$ cat src/rtl/vc_read_scheduler.sv
// Per-input-port VC controller: gates upstream writes into the per-VC
// buffers, picks one non-empty VC per cycle by round-robin subject to
// downstream credits, and returns one credit upstream per flit read.
//
// Handshake: wr_o/rd_o are single-cycle strobes; the buffer acts on them
// at the same posedge. out_valid_o/credit_out_valid_o are one-cycle pulses
// with no back-pressure, aligned with the buffer's registered data_o.
module vc_read_scheduler #(
  parameter int NUM_VC   = 4,
  parameter int VC_DEPTH = 4,
  parameter int VC_W     = $clog2(NUM_VC),
  parameter int CRED_W   = $clog2(VC_DEPTH + 1)
) (
  input  logic              clk,
  input  logic              rst_n,
  input  logic              enable_i,
  input  logic              wr_valid_i,
  input  logic [VC_W-1:0]   wr_vc_i,
  input  logic [NUM_VC-1:0] vc_full_i,
  input  logic [NUM_VC-1:0] vc_empty_i,
  output logic [NUM_VC-1:0] wr_o,
  output logic [NUM_VC-1:0] rd_o,
  output logic              out_valid_o,
  output logic [VC_W-1:0]   out_vc_o,
  input  logic              credit_in_valid_i,
  input  logic [VC_W-1:0]   credit_in_vc_i,
  output logic              credit_out_valid_o,
  output logic [VC_W-1:0]   credit_out_vc_o,
  output logic              overflow_err_o,
  output logic              credit_err_o,
  output logic              idle_o
);

  localparam logic [CRED_W-1:0] CRED_MAX = CRED_W'(VC_DEPTH);
  localparam logic [VC_W:0]     NUM_VC_W = (VC_W+1)'(NUM_VC);

  logic [CRED_W-1:0] cred_q [NUM_VC];
  logic [CRED_W-1:0] cred_d [NUM_VC];
  logic [VC_W-1:0]   rr_ptr_q, rr_ptr_d;
  logic              out_valid_q, out_valid_d;
  logic [VC_W-1:0]   out_vc_q, out_vc_d;
  logic              overflow_err_q, overflow_err_d;
  logic              credit_err_q, credit_err_d;

  logic [NUM_VC-1:0] wr_req;
  logic [NUM_VC-1:0] ret_oh;
  logic [NUM_VC-1:0] elig;
  logic              grant_found;
  logic [VC_W-1:0]   grant_vc;
  logic [VC_W:0]     arb_sum;
  logic [VC_W-1:0]   arb_idx;

  // Decode write requests, credit returns and read eligibility per VC.
  always_comb begin
    wr_req = '0;
    ret_oh = '0;
    elig   = '0;
    for (int v = 0; v < NUM_VC; v++) begin
      wr_req[v] = wr_valid_i & (wr_vc_i == VC_W'(v));
      ret_oh[v] = credit_in_valid_i & (credit_in_vc_i == VC_W'(v));
      elig[v]   = enable_i & ~vc_empty_i[v] & (cred_q[v] != '0);
    end
  end

  // Round-robin search starting at rr_ptr; first eligible VC wins.
  always_comb begin
    grant_found = 1'b0;
    grant_vc    = '0;
    arb_sum     = '0;
    arb_idx     = '0;
    for (int i = 0; i < NUM_VC; i++) begin
      arb_sum = {1'b0, rr_ptr_q} + (VC_W+1)'(i);
      if (arb_sum >= NUM_VC_W) arb_sum = arb_sum - NUM_VC_W;
      arb_idx = arb_sum[VC_W-1:0];
      if (!grant_found && elig[arb_idx]) begin
        grant_found = 1'b1;
        grant_vc    = arb_idx;
      end
    end
  end

  // Strobes to the buffers; full buffers never see a write strobe.
  always_comb begin
    wr_o = wr_req & ~vc_full_i;
    rd_o = grant_found ? (NUM_VC'(1) << grant_vc) : '0;
  end

  // Next-state for pointer, output registers, credits and sticky errors.
  always_comb begin
    rr_ptr_d       = rr_ptr_q;
    out_valid_d    = grant_found;
    out_vc_d       = out_vc_q;
    overflow_err_d = overflow_err_q | (|(wr_req & vc_full_i));
    credit_err_d   = credit_err_q;
    cred_d         = cred_q;
    if (grant_found) begin
      rr_ptr_d = (grant_vc == VC_W'(NUM_VC - 1)) ? '0 : grant_vc + 1'b1;
      out_vc_d = grant_vc;
    end
    for (int v = 0; v < NUM_VC; v++) begin
      // A grant and a return on the same VC cancel out.
      if (ret_oh[v] && !rd_o[v]) begin
        if (cred_q[v] == CRED_MAX) credit_err_d = 1'b1;
        else                       cred_d[v]    = cred_q[v] + 1'b1;
      end else if (rd_o[v] && !ret_oh[v]) begin
        cred_d[v] = cred_q[v] - 1'b1;
      end
    end
  end

  // State registers; reset discards any grant issued in the same cycle.
  always_ff @(posedge clk) begin
    if (!rst_n) begin
      rr_ptr_q       <= '0;
      out_valid_q    <= 1'b0;
      out_vc_q       <= '0;
      overflow_err_q <= 1'b0;
      credit_err_q   <= 1'b0;
      for (int v = 0; v < NUM_VC; v++) cred_q[v] <= CRED_MAX;
    end else begin
      rr_ptr_q       <= rr_ptr_d;
      out_valid_q    <= out_valid_d;
      out_vc_q       <= out_vc_d;
      overflow_err_q <= overflow_err_d;
      credit_err_q   <= credit_err_d;
      for (int v = 0; v < NUM_VC; v++) cred_q[v] <= cred_d[v];
    end
  end

  // Data and upstream credit leave together, so they share one register.
  always_comb begin
    out_valid_o        = out_valid_q;
    out_vc_o           = out_vc_q;
    credit_out_valid_o = out_valid_q;
    credit_out_vc_o    = out_vc_q;
    overflow_err_o     = overflow_err_q;
    credit_err_o       = credit_err_q;
    idle_o             = (&vc_empty_i) & ~out_valid_q;
  end

endmodule
$ cat config.mk
export PLATFORM = sky130hd
export DESIGN_NAME = vc_read_scheduler
export DESIGN_NICKNAME = d
export VERILOG_FILES = /design/src/rtl/vc_read_scheduler.sv
export SDC_FILE = /design/constraint.sdc
export NUM_CORES = 1
export LEC_CHECK = 0
export BUFFER_PORTS_ARGS = -buffer_cell sky130_fd_sc_hd__buf_2
export CAP_MARGIN = 30
export CORE_MARGIN = 1.5
export CORE_UTILIZATION = 50
export CTS_CLUSTER_DIAMETER = 150
export DETAILED_ROUTE_END_ITERATION = 16
export PLACE_DENSITY = 0.75
export SYNTH_ARGS = -nofsm -noshare
export SYNTH_HDL_FRONTEND = slang
export SYNTH_SLANG_ARGS = --single-unit
$ cat constraint.sdc
create_clock -name clk -period 4.8 [get_ports clk]
set_input_delay 0.48 -clock clk [delete_from_list [all_inputs] [get_ports clk]]
set_output_delay 0.48 -clock clk [all_outputs]
set_load 0.01 [all_outputs]
==> run summary <==
• **switching power** 201 uW
• **max frequency** 314 MHz
• **CTS tree** built
• **post-cts hold buffer count** 0
• **Slew Viols, Final** 0
• **fraction of power consumed by combinational cells** 41.2%
• **antenna diode count** 0
• **syn_area_per_cell** 8.64 sq um
• **Mapped Area** 0.00140 sq mm
• **GR Overflow Total** 0
• **Placement Rows** 19
• **vias** 1304
• **unrepaired setup endpoints after global routing** no
• **Worst Slack Setup Final** 1610 ps
• **Synth area leader** sky130_fd_sc_hd__dfxtp_1
• **Max IR drop VDD** 0.205 mV
• **H-Tree Depth** 1
• **transition time of the tightest slew-check pin** 600 ps
• **max capacitance violation total** 0
• **number of standard cells in the layout, taps in and fillers out** 224
• **top library cells by usage in the layout, fill and taps aside** sky130_fd_sc_hd__buf_2 (33), sky130_fd_sc_hd__dfxtp_1 (19), sky130_fd_sc_hd__nand2_1 (14), sky130_fd_sc_hd__nor2_1 (12)
• **horizontal die dimension** 55.9 um
• **number of instances in the placed design** 220
• **launching element type of the critical path** flop
• **Crit-path slowest cell** sky130_fd_sc_hd__fa_1
• **number of antenna violations at the first check in global routing** 0
• **global-route wire length before repair** 5060 um
• **Data arrival, critical path** 3350 ps
• **crit path max fanout** 5
• **maximum number of pins on one net before global-route repair** 25
• **router iterations before antenna repair** 4
• **clock power share** 15.7%
• **y dimension of the die** 55.9 um
• **overall die area** 0.00313 sq mm
• **post-synthesis sequential area ratio** 27.2%
• **type of the worst setup path** flop to flop
• **Routability Congestion** 0.813
• **fill count** 256
• **Slowest Stage Delay on Critical Path** 430 ps
• **synth-to-layout area growth** 13.5%
• **WP data required** 4960 ps
• **number of global-route vias before repair** 1133
• **cell area power density** 326 mW/mm^2
• **cells along the critical path** nor3_2 > nor2_1 > o32a_1 > nor2_1 > a211o_1 > inv_1 > ha_1 > o21ai_2 > nand2b_1 > fa_1 > or3b_1 > o211ai_1 > nand3_1
• **number of storage elements in the synthesis netlist** 19
• **power share of the sequential group** 43.2%
• **total CTS buffers** 3
• **Fin Clk Skew** 3.97 ps
• **clock latency reported for the late side of the worst-skew pair** 290 ps
• **number of port buffers** 33
• **number of gates resized after cts** 0
• **Main synth FF type** sky130_fd_sc_hd__dfxtp_1
• **buffers and inverters on the worst path** 1
• **Syn Nets** 187
• **switching share of power** 38.8%
• **kind of cell adding the most delay to the critical path** simple AND/OR/NAND/NOR gates
• **vias per std cell** 5.82
• **overall routing resource usage** 20.2%
• **tightest slew margin relative to the limit** 59.9%
• **final setup violating endpoints** 0
• **proportion of netlist area held by the largest area contributor** 27.2%
• **drt first-iter violations** 53
• **DRC** 0
• **post-layout utilization of the core** 58.6%
• **crit path capture type** flop
• **cell-internal power** 317 uW
• **Synth cell types** 56
• **clock edge transition at the registers on the reported setup and hold paths** 110 ps
• **Final Critical Period** 3190 ps
• **net count of the finished layout** 219
• **root buffer selected by CTS** sky130_fd_sc_hd__clkbuf_4
• **number of top-level pins** 34
• **Post-CTS Repair Setup Buffers** 0
• **DPL Wire Length** 2350 um
• **number of nets with antenna violations after detailed routing** 0
• **total detailed-routing wirelength** 2990 um
• **number of endpoints with negative hold slack in the final report** 0
• **top area cells in the synthesized netlist** sky130_fd_sc_hd__dfxtp_1 (27%), sky130_fd_sc_hd__fa_1 (5.7%), sky130_fd_sc_hd__nand2_1 (3.8%), sky130_fd_sc_hd__ha_1 (3.6%), sky130_fd_sc_hd__nor2_1 (3.2%)
• **Critical Path Most Common Cell** sky130_fd_sc_hd__nor2_1
• **Total Negative Setup Slacks** 0 ps
• **core area** 0.00271 sq mm
• **post-place setup slack** 1480 ps
• **Tcrit/Tclk final** 66.4%
• **clock sinks** 19
• **Wirelength per Cell** 13.3 um
• **number of cells produced by synthesis** 162
• **leading cell type in the layout, fill and taps excluded** sky130_fd_sc_hd__buf_2
• **type of the most critical hold path** flop to flop
• **number of synthesized flops with an enable pin** 0
• **initial core utilization** 51.7%
• **outcome** finished clean
• **ratio of cells with drive above 1 in the final layout** 26.4%
• **Max clock buf depth** 2
• **share of flip-flops with an asynchronous set or reset** 0%
• **static leakage** 0.000744 uW
• **Ys Warns** 0
[stage by stage]
step	total power, uW	cell area, sq um	hold slack, ps
floorplan	385	1400	481
global placement	427	1560	464
detailed placement	439	1560	473
CTS	522	1590	488
global route	567	1590	509
finish	519	1590	484
[sequential cells by signal (all words and copies together), names as in the netlist]
signal,count
overflow_err_o,1
credit_out_vc_o,2
credit_err_o,1
cred_q,12
rr_ptr_q,2
credit_out_valid_o,1
[area by class of cell]
| cell class | count | area [sq um] | share of cell area, % |
|---|---|---|---|
| Clock buffer | 4 | 26.3 | 1.65 |
| Inverter | 9 | 33.8 | 2.13 |
| Tap cell | 31 | 38.8 | 2.44 |
| Sequential cell | 19 | 380 | 23.9 |
| Timing Repair Buffer | 33 | 165 | 10.4 |
| Multi-Input combinational cell | 128 | 945 | 59.4 |
[Yosys cell counts (2+ instances only)]
library cell,instances
sky130_fd_sc_hd__ha_1,4
sky130_fd_sc_hd__a21oi_1,5
sky130_fd_sc_hd__o21ai_0,8
sky130_fd_sc_hd__and2_1,7
sky130_fd_sc_hd__dfxtp_1,19
sky130_fd_sc_hd__nand2_1,14
sky130_fd_sc_hd__nand3b_1,2
sky130_fd_sc_hd__xnor2_1,3
sky130_fd_sc_hd__nand3_1,7
sky130_fd_sc_hd__o21ai_2,3
sky130_fd_sc_hd__buf_4,3
sky130_fd_sc_hd__nor3b_1,5
sky130_fd_sc_hd__inv_1,8
sky130_fd_sc_hd__and3_1,4
sky130_fd_sc_hd__nor3_2,3
sky130_fd_sc_hd__fa_1,4
sky130_fd_sc_hd__nand2b_1,4
sky130_fd_sc_hd__mux2i_1,4
sky130_fd_sc_hd__clkbuf_1,2
sky130_fd_sc_hd__nor2_1,12
sky130_fd_sc_hd__nor3_1,6
[routing by layer]
metal	part of all wire, %	global-route usage, %	up-vias
met5	0	0	-
met4	1.3	8.16	0
met3	3.6	2.79	4
met2	48	33.8	35
met1	47	26.2	616
li1	-	-	649
[worst paths after layout]
check / start / to / slack, ps / depth (start not counted)
worst max register to register: cred_q[7]$_SDFFE_PN0P_ / cred_q[8]$_SDFFE_PN1P_ / 1610 / 13
worst min-delay path: credit_out_vc_o[0]$_SDFFE_PN0P_ / credit_out_vc_o[0]$_SDFFE_PN0P_ / 480 / 2
worst max-delay path: cred_q[7]$_SDFFE_PN0P_ / cred_q[8]$_SDFFE_PN1P_ / 1610 / 13
worst min register to register: credit_out_vc_o[0]$_SDFFE_PN0P_ / credit_out_vc_o[0]$_SDFFE_PN0P_ / 480 / 2
[worst min-delay path, delay by kind of cell (launching register included)]
family,cells,cell delay (ps)
flops,1,330
simple gates,1,50
compound gates,1,70
[power groups by stage]
stage / Combinational [uW] / Clock [uW] / Sequential (uW)
after floorplan: 162 / 0 / 223
after global placement: 202 / 0 / 225
after detailed placement: 212 / 0 / 227
after CTS: 214 / 85.3 / 223
after global routing: 242 / 95.7 / 230
final: 214 / 81.2 / 224
[cells by family after synthesis]
logic type               share of synthesized area (%)
adder cells (fa/ha/maj)                           9.29
multiplexers                                      4.47
flip-flops                                        27.2
AO/OA/AOI/OAI                                     20.3
buffers and inverters                             5.36
AND/OR/NAND/NOR                                   30.9
XOR/XNOR                                          2.50
Note: power is estimated with default switching activity, not from simulation.
